**src/rtl/sram_arbiter_pkg.sv**
```systemverilog
// Shared encodings for the SRAM arbiter: FSM states, requester port indices
// and the "no owner" grant value.
package sram_arbiter_pkg;

   typedef enum logic [1:0] {
      IDLE = 2'd0,
      BUSY = 2'd1,
      DONE = 2'd2
   } arb_state_t;

   localparam logic [1:0] PORT_VGA   = 2'd0;
   localparam logic [1:0] PORT_CAM   = 2'd1;
   localparam logic [1:0] PORT_UART  = 2'd2;
   localparam logic [1:0] GRANT_NONE = 2'd3;

   localparam logic [3:0] AGE_MAX = 4'd15;

endpackage

```
**src/rtl/sram_arb_pick.sv**
```systemverilog
// Combinational winner select: port 0 has fixed priority, ports 1/2 alternate.
// With SRAM_ARB_AGE_EN defined, a port 1/2 whose age reached 15 overrides port 0.
module sram_arb_pick
   import sram_arbiter_pkg::*;
(
   input  logic [2:0] req,
   input  logic [1:0] rr_last,
`ifdef SRAM_ARB_AGE_EN
   input  logic [3:0] age1,
   input  logic [3:0] age2,
`endif
   output logic [1:0] win,
   output logic       valid
);

   logic [1:0] rr_pick;

`ifdef SRAM_ARB_AGE_EN
   logic aged1;
   logic aged2;

   assign aged1 = req[1] && (age1 == AGE_MAX);
   assign aged2 = req[2] && (age2 == AGE_MAX);
`endif

   // The port not served last wins a camera/UART tie.
   always_comb begin
      rr_pick = PORT_CAM;
      if (req[1] && req[2]) begin
         rr_pick = (rr_last == PORT_CAM) ? PORT_UART : PORT_CAM;
      end else if (req[2]) begin
         rr_pick = PORT_UART;
      end
   end

   always_comb begin
      win   = GRANT_NONE;
      valid = |req;
      if (req[0]) begin
         win = PORT_VGA;
      end else if (|req[2:1]) begin
         win = rr_pick;
      end
`ifdef SRAM_ARB_AGE_EN
      if (aged1 && aged2) begin
         win = rr_pick;
      end else if (aged1) begin
         win = PORT_CAM;
      end else if (aged2) begin
         win = PORT_UART;
      end
`endif
   end

endmodule

```
**src/rtl/sram_arbiter.sv**
```systemverilog
// Three-way arbiter in front of ram_ctrl: serialises VGA/camera/UART requests,
// holds the command until workdone and aborts hung transactions. Optional ageing: SRAM_ARB_AGE_EN.
module sram_arbiter
   import sram_arbiter_pkg::*;
#(
   parameter int ADDR_W  = 20,
   parameter int DATA_W  = 32,
   parameter int TIMEOUT = 255
) (
   input  logic              clk,
   input  logic              rst,
   input  logic [2:0]        req,
   input  logic [2:0]        we,
   input  logic [ADDR_W-1:0] addr0,
   input  logic [ADDR_W-1:0] addr1,
   input  logic [ADDR_W-1:0] addr2,
   input  logic [DATA_W-1:0] wdata0,
   input  logic [DATA_W-1:0] wdata1,
   input  logic [DATA_W-1:0] wdata2,
   output logic [2:0]        ack,
   output logic              err,
   output logic [DATA_W-1:0] rdata,
   output logic              mem_read,
   output logic              mem_write,
   output logic [ADDR_W-1:0] mem_addr,
   output logic [DATA_W-1:0] mem_wdata,
   input  logic              mem_done,
   input  logic [DATA_W-1:0] mem_rdata,
   output logic [1:0]        grant_id
);

   // Last BUSY cycle index; the counter holds the number of BUSY cycles already elapsed.
   localparam logic [7:0] TO_LAST = 8'(TIMEOUT - 1);

   arb_state_t        state;
   arb_state_t        next_state;
   logic              we_l;
   logic              abort;
   logic [7:0]        cnt;
   logic [1:0]        rr_last;
   logic [1:0]        pick_idx;
   logic              pick_valid;
   logic [ADDR_W-1:0] sel_addr;
   logic [DATA_W-1:0] sel_wdata;
   logic              sel_we;

`ifdef SRAM_ARB_AGE_EN
   logic [3:0] age1;
   logic [3:0] age2;
`endif

   sram_arb_pick u_pick (
      .req     (req),
      .rr_last (rr_last),
`ifdef SRAM_ARB_AGE_EN
      .age1    (age1),
      .age2    (age2),
`endif
      .win     (pick_idx),
      .valid   (pick_valid)
   );

   always_comb begin
      sel_addr  = addr2;
      sel_wdata = wdata2;
      sel_we    = we[2];
      case (pick_idx)
         PORT_VGA: begin
            sel_addr  = addr0;
            sel_wdata = wdata0;
            sel_we    = we[0];
         end
         PORT_CAM: begin
            sel_addr  = addr1;
            sel_wdata = wdata1;
            sel_we    = we[1];
         end
         default: ;
      endcase
   end

   always_ff @(posedge clk or negedge rst) begin
      if (!rst) begin
         state <= IDLE;
      end else begin
         state <= next_state;
      end
   end

   // Command strobes decode straight from state so reset drops them at once.
   always_comb begin
      next_state = state;
      mem_read   = 1'b0;
      mem_write  = 1'b0;
      ack        = 3'b000;
      err        = 1'b0;
      case (state)
         IDLE: begin
            if (pick_valid) next_state = BUSY;
         end
         BUSY: begin
            mem_read  = !we_l;
            mem_write = we_l;
            if (mem_done || (cnt == TO_LAST)) next_state = DONE;
         end
         DONE: begin
            ack        = 3'b001 << grant_id;
            err        = abort;
            next_state = IDLE;
         end
         default: next_state = IDLE;
      endcase
   end

   always_ff @(posedge clk or negedge rst) begin
      if (!rst) begin
         grant_id  <= GRANT_NONE;
         mem_addr  <= '0;
         mem_wdata <= '0;
         we_l      <= 1'b0;
         cnt       <= '0;
         abort     <= 1'b0;
         rdata     <= '0;
         rr_last   <= PORT_CAM;
      end else begin
         case (state)
            IDLE: begin
               if (pick_valid) begin
                  grant_id  <= pick_idx;
                  mem_addr  <= sel_addr;
                  mem_wdata <= sel_wdata;
                  we_l      <= sel_we;
                  cnt       <= '0;
                  abort     <= 1'b0;
               end
            end
            BUSY: begin
               if (mem_done) begin
                  if (!we_l) rdata <= mem_rdata;
               end else if (cnt == TO_LAST) begin
                  abort <= 1'b1;
               end else begin
                  cnt <= cnt + 8'd1;
               end
            end
            DONE: begin
               grant_id <= GRANT_NONE;
               if (grant_id != PORT_VGA) rr_last <= grant_id;
            end
            default: ;
         endcase
      end
   end

`ifdef SRAM_ARB_AGE_EN
   // Ages count VGA grants a waiting port sat through; being served clears them.
   always_ff @(posedge clk or negedge rst) begin
      if (!rst) begin
         age1 <= '0;
         age2 <= '0;
      end else if ((state == IDLE) && pick_valid) begin
         if (pick_idx == PORT_VGA) begin
            if (req[1] && (age1 != AGE_MAX)) age1 <= age1 + 4'd1;
            if (req[2] && (age2 != AGE_MAX)) age2 <= age2 + 4'd1;
         end
         if (pick_idx == PORT_CAM)  age1 <= '0;
         if (pick_idx == PORT_UART) age2 <= '0;
      end
   end
`endif

endmodule
```
**config.mk**
```make
export PLATFORM = sky130hd
export DESIGN_NAME = sram_arbiter
export DESIGN_NICKNAME = d
export VERILOG_FILES = /design/src/rtl/sram_arbiter_pkg.sv /design/src/rtl/sram_arb_pick.sv /design/src/rtl/sram_arbiter.sv
export SDC_FILE = /design/constraint.sdc
export NUM_CORES = 1
export LEC_CHECK = 0
export ABC_AREA = 1
export ABC_CLOCK_PERIOD_IN_PS = 4000
export CAP_MARGIN = 20
export CORE_MARGIN = 5
export CORE_UTILIZATION = 30
export DETAILED_ROUTE_END_ITERATION = 7
export GPL_TIMING_DRIVEN = 0
export PLACE_DENSITY_LB_ADDON = 0.15
export SLEW_MARGIN = 15
export SYNTH_ARGS = -nofsm -noshare
export SYNTH_HDL_FRONTEND = slang
export SYNTH_SLANG_ARGS = --single-unit
export TNS_END_PERCENT = 10
```
**constraint.sdc**
```tcl
create_clock -name clk -period 4 [get_ports clk]
set_input_delay 1.2 -clock clk [delete_from_list [all_inputs] [get_ports clk]]
set_output_delay 1.2 -clock clk [all_outputs]
set_load 0.01 [all_outputs]
```
==> impl_metrics.ini, run 1 <==
[outcome]
status = completed

[pwr]
vdd.ir_drop.worst_v = 0.0003418
p_per_area_nw_per_um2 = 613.3
p_clk_share_pct = 16.6
p_leak_nw = 4.041
pwr-share-comb_pct = 51.7
p_int_mw = 3.398
power_frac_seq_pct = 31.7
switchingPower_mw = 2.150
p_sw_share_pct = 38.75

[synth]
seq_area_frac_synth_pct = 45.15
synthCells = 722
avgSynthCellArea_um2 = 7.687
ys_types = 25
syn_nets = 921
netlist_area_um2 = 5550
post-synth-top-area-cell = dfrtp_1
synth_warnings = 0
synth.top_cell.area_share_pct = 43.73
synthTopCellsByArea = dfrtp_1, nand2_1, nand3b_1
ys_ff_latch = 100

[placed_design]
dp_slack_ns = 0.8942
dp_cells = 1239
io_buffers = 287
gp_congestion = 0.8531
post-dp-hpwl_um = 16830

[clocking]
root_buffer = clkbuf_16
cts_setup_buffers = 0
h-tree-depth = 3
ctsHoldBuffers = 0
clkLatencyLatePin_ns = 0.35
post_cts_resized = 0
clock_path_buffers = 2
cts_tree = built
cts_made_buffers = 9
clk_pin_slew_worst_paths_ns = 0.07
clock-sinks = 100

[worst_setup_path]
critPathMaxFanout = 10
crit_top_cell = inv_2
path_class = reg -> out
startpoint = state[0]$_DFFE_PN0P_
arrival_ns = 2.07
r2r_slack_ns = 2.23
cp-end-kind = output pin
slowest_delay_ns = 0.55
worstPathRequired_ns = 2.80
reg2reg_from = rr_last[0]$_DFFE_PN1P_
cp_slowest_cell = clkdlybuf4s50_1
path_cells = inv_2 > nor2_4 > inv_2 > nor2_8 > buf_4 > clkdlybuf4s50_1
crit_path_start_kind = register

[route]
detail-route-antenna-nets = 0
drtIter0Drc = 374
dr.pass1.iters = 5
vias = 5923
vias_per_cell = 4.720
drc = 0
drt_wl_total_um = 21900
wire_per_inst_um = 17.45

[hold_path]
worstHoldStart = rr_last[0]$_DFFE_PN1P_
hold_class = reg -> reg

[floorplanning]
num_rows = 49
coreArea_um2 = 18090
die_area_um2 = 21320
ioPinCount = 289
initial_utilization_pct = 30.69
dieHeight_um = 146.0
dieWidth_um = 146.0

[global_routing]
grt_pass1_wl_um = 34450
antenna_found_initial = 0
grt_pass1_vias = 6009
grt_max_degree = 54
gr-total-overflow = 0
grt_usage_pct = 20.32

[timing]
worst_slew_pin_slew_ns = 0.5622
setup_slack_ns = 0.7273
drv_slew = 0
period_minus_slack_ns = 3.273
finalCritPeriodShare_pct = 81.82
grt_setup_unrepaired = no
setup_viol = 0
final-hold-violation-count = 0
timing.fmax_mhz = 305.6
slew_headroom_pct = 62.52
clock_skew_ns = 0.01413

[finish]
n_fill_cell = 1800
layoutNonFillerInstCount = 1255
antenna_cells = 0
layout.nets = 1220
syn2layout_area_growth_pct = 62.96
drive_gt1_share_pct = 6.725

[flow_run]
cap_violations = 0
==> synthesized netlist by cell type, drive strengths merged <==
cell type  count
a21oi          2
buf           37
clkbuf        12
dfrtp         97
dfstp          3
ha             2
inv           15
nand2        215
nand3         95
nand3b       106
nor2         124
nor3           1
o21ai          8
o31ai          1
or2            1
xor2           3
==> worst max-delay path: cells and delay by family (launching register included) <==
kind / cells / cell delay, ns
AND/OR/NAND/NOR: 2 / 0.36
buffers and inverters: 4 / 0.97
flip-flops: 1 / 0.39
==> cells in the final DEF (no fill, tap or decap), types with 2 or more instances in the layout <==
master / instances
clkdlybuf4s50_1: 286
nand2_1: 213
nor2_1: 120
nand3b_1: 106
dfrtp_1: 97
nand3_1: 95
buf_2: 27
inv_1: 12
clkbuf_1: 12
clkbuf_16: 9
buf_6: 8
o21ai_0: 7
inv_2: 3
buf_4: 3
xor2_1: 3
inv_6: 3
dfstp_2: 3
nor2_2: 2
a21oi_1: 2
ha_1: 2
clkinv_4: 2
==> worst paths after layout <==
path | to | depth (start not counted)
min in group asynchronous | mem_wdata[14]$_DFFE_PN0P_ | 1
worst max-delay path | mem_read | 6
worst min-delay path | rr_last[0]$_DFFE_PN1P_ | 2
worst min register to register | rr_last[0]$_DFFE_PN1P_ | 2
worst max register to register | mem_wdata[7]$_DFFE_PN0P_ | 6
max in group asynchronous | mem_addr[17]$_DFFE_PN0P_ | 2
==> logic make-up after synthesis <==
group,count (synthesis),share of synthesized area (%)
buf+inv,64,6.086
compound gates,11,1.105
xor+xnor,3,0.4735
fa+ha+maj,2,0.4508
flops,100,45.15
simple gates,542,46.73
==> registers in the layout (all words and copies together), names as in the netlist <==
| name | flops |
|---|---|
| abort | 1 |
| cnt | 8 |
| grant_id | 2 |
| mem_addr | 20 |
| mem_wdata | 32 |
| rdata | 32 |
| rr_last | 2 |
| state | 2 |
| we_l | 1 |
==> through the flow <==
step | total power, mW | area [µm²] | hold slack, ns | util (%) | setup TNS (ns)
6_report | 5.548 | 9045 | 0.4658 | 50.01 | 0
2_1_floorplan | 3.118 | 5550 | 0.4419 | - | 0
5_1_grt | 5.980 | 9045 | 0.4893 | 50.01 | 0
3_3_place_gp | 4.663 | 8710 | 0.4502 | 48.16 | -239.98
3_5_place_dp | 4.687 | 8738 | 0.4570 | 48.32 | 0
4_1_cts | 5.636 | 9045 | 0.4679 | 50.01 | 0
==> metal layers <==
layer	vias to the layer above	share of wire (%)	GRT usage (%)	wire, µm
met5	-	0	0	0
met4	0	2.7	6.820	599
met3	33	7.1	4.493	1550
met2	200	48	33.66	10450
met1	2744	42	26.44	9299
li1	2946	-	-	-
==> power groups by stage <==
stage                     Sequential (mW)  Clock (mW)  Combinational, mW
after floorplan                      1.96           0               1.16
after global placement               1.76           0               2.90
after detailed placement             1.77           0               2.91
after CTS                            1.76       0.953               2.93
after global routing                 1.81       0.997               3.17
final                                1.76       0.922               2.87
==> area by class of cell <==
| cell class | count | area, µm² | area share [%] |
|---|---|---|---|
| clock inverters | 7 | 81.33 | 0.8992 |
| multi-input cells | 558 | 2706 | 29.92 |
| repair buffers | 288 | 2902 | 32.08 |
| plain buffers | 49 | 281.5 | 3.112 |
| inverters | 15 | 56.30 | 0.6225 |
| well taps | 229 | 286.5 | 3.168 |
| flip-flops and latches | 100 | 2506 | 27.71 |
| clock buffers | 9 | 225.2 | 2.490 |
Note: power is estimated with default switching activity, not from simulation.
==> inputs of run 2 (changes only) <==
--- a/config.mk
+++ b/config.mk
@@ -6,7 +6,7 @@
 export NUM_CORES = 1
 export LEC_CHECK = 0
 export ABC_AREA = 1
-export ABC_CLOCK_PERIOD_IN_PS = 4000
+export ABC_CLOCK_PERIOD_IN_PS = 2700
 export CAP_MARGIN = 20
 export CORE_MARGIN = 5
 export CORE_UTILIZATION = 30
==> constraint.sdc (replaced) <==
create_clock -name clk -period 2.7 [get_ports clk]
set_input_delay 0.81 -clock clk [delete_from_list [all_inputs] [get_ports clk]]
set_output_delay 0.81 -clock clk [all_outputs]
set_load 0.01 [all_outputs]
==> impl_metrics.ini, run 2 (synthesis results as in run 1) <==
[worst_setup_path]
crit_path_start_kind = register
cpLargestDelayFamily = buffers and inverters
worstPathRequired_ns = 1.89
cp_slowest_cell = clkdlybuf4s50_1
path_class = reg -> out
critPathMaxFanout = 5
crit_top_cell = inv_1
slowest_delay_ns = 0.56
arrival_ns = 1.78
path_cells = inv_1 > nor2_4 > inv_1 > nor3_1 > clkdlybuf4s50_1
timing.critical_path.buf_inv = 3
r2r_slack_ns = 0.92
cp-end-kind = output pin

[timing]
timing.fmax_mhz = 386.8
setup_viol = 0
fin_hold_ws_ns = 0.3930
finalCritPeriodShare_pct = 95.76
slew_headroom_pct = 62.45
period_minus_slack_ns = 2.585
grt_setup_unrepaired = no
drv_slew = 0
worst_slew_pin_slew_ns = 0.5633
final-hold-violation-count = 0
clock_skew_ns = 0.01189
setup_slack_ns = 0.1146

[outcome]
status = completed

[pwr]
p_per_area_nw_per_um2 = 910.5
vdd.ir_drop.worst_v = 0.0005028
p_leak_nw = 4.054

[finish]
antenna_cells = 0
drive_gt1_share_pct = 7.004
final_common_cell = clkdlybuf4s50_1
layout.nets = 1222
n_fill_cell = 1794
layoutNonFillerInstCount = 1257
mostFrequentLayoutCells = clkdlybuf4s50_1, nand2_1, nor2_1, nand3b_1, dfrtp_1
reg_top3 = mem_wdata: 32 flops, rdata: 32 flops, mem_addr: 20 flops
syn2layout_area_growth_pct = 63.35

[route]
drt_wl_total_um = 21950
dr.pass1.iters = 5
drtIter0Drc = 376
vias = 5947
vias_per_cell = 4.731
drc = 0
detail-route-antenna-nets = 0
wire_per_inst_um = 17.46

[clocking]
clock-sinks = 100
clock_path_buffers = 2
h-tree-depth = 3
cts_made_buffers = 9
root_buffer = clkbuf_16
clkLatencyLatePin_ns = 0.36
ctsHoldBuffers = 0
clk_pin_slew_worst_paths_ns = 0.08
cts_tree = built

[floorplanning]
die_area_um2 = 21320
dieHeight_um = 146.0
coreArea_um2 = 18090
initial_utilization_pct = 30.69
ioPinCount = 289
num_rows = 49
dieWidth_um = 146.0

[global_routing]
grt_pass1_vias = 6012
grt_max_degree = 54
grt_pass1_wl_um = 34540
gr-total-overflow = 0
antenna_found_initial = 0
grt_usage_pct = 20.38

[placed_design]
dp_cells = 1239
gp_congestion = 0.8531
dp_slack_ns = -0.01579
io_buffers = 287
post-dp-hpwl_um = 16830

[flow_run]
cap_violations = 0

[hold_path]
hold_class = in -> async
==> run 2: cell types whose count changed in the layout (fill, tap and decap cells not counted) <==
cell,before,now
buf_4,3,5
clkdlybuf4s50_1,286,285
dlygate4sd2_1,0,1
nor2_1,120,119
nor2_4,1,2
==> run 2: per-layer routing <==
layer,track usage (%),wire (µm)
met1,26.56,9195
met2,33.73,10500
met3,4.493,1647
met4,6.820,603
met5,0,0
==> run 2: final timing paths <==
check | startpoint | end | depth (start not counted)
setup / recovery | state[1]$_DFFE_PN0P_ | ack[0] | 5
hold / removal | rst | mem_wdata[14]$_DFFE_PN0P_ | 1
setup reg to reg | rr_last[0]$_DFFE_PN1P_ | mem_wdata[7]$_DFFE_PN0P_ | 6
hold reg to reg | rr_last[0]$_DFFE_PN1P_ | rr_last[0]$_DFFE_PN1P_ | 2
max in group asynchronous | rst | mem_addr[7]$_DFFE_PN0P_ | 2
min in group clk | rr_last[0]$_DFFE_PN1P_ | rr_last[0]$_DFFE_PN1P_ | 2
==> run 2: what timing repair did <==
action	in CTS	in global routing
endpoints found under the setup margin	4	3
pin swaps	2	0
buffers inserted	2	0
gates resized for setup	2	1
==> run 2: per-stage QoR <==
| stage | total power, mW | setup TNS [ns] | instance area [µm²] | utilization, % |
|---|---|---|---|---|
| floorplan | 4.620 | 0 | 5550 | - |
| global placement | 6.908 | -330.98 | 8710 | 48.16 |
| detailed placement | 6.944 | -0.03293 | 8738 | 48.32 |
| CTS | 8.376 | 0 | 9061 | 50.10 |
| global route | 8.896 | 0 | 9066 | 50.13 |
| finish | 8.255 | 0 | 9066 | 50.13 |
==> run 2: final cells by class <==
cell class / count / area (µm²) / area share [%]
clock inverter: 7 / 81.33 / 0.8970
clock buffer: 9 / 225.2 / 2.484
multi-input combinational: 558 / 2714 / 29.93
buffer: 49 / 281.5 / 3.105
tap: 229 / 286.5 / 3.160
inverter: 15 / 56.30 / 0.6210
sequential: 100 / 2506 / 27.64
timing repair buffer: 290 / 2915 / 32.16
==> run 2: power by group <==
group	internal (mW)	total [mW]	switching [mW]
registers	2.21	2.61	0.400
logic	2.11	4.28	2.16
clock network	0.733	1.37	0.637
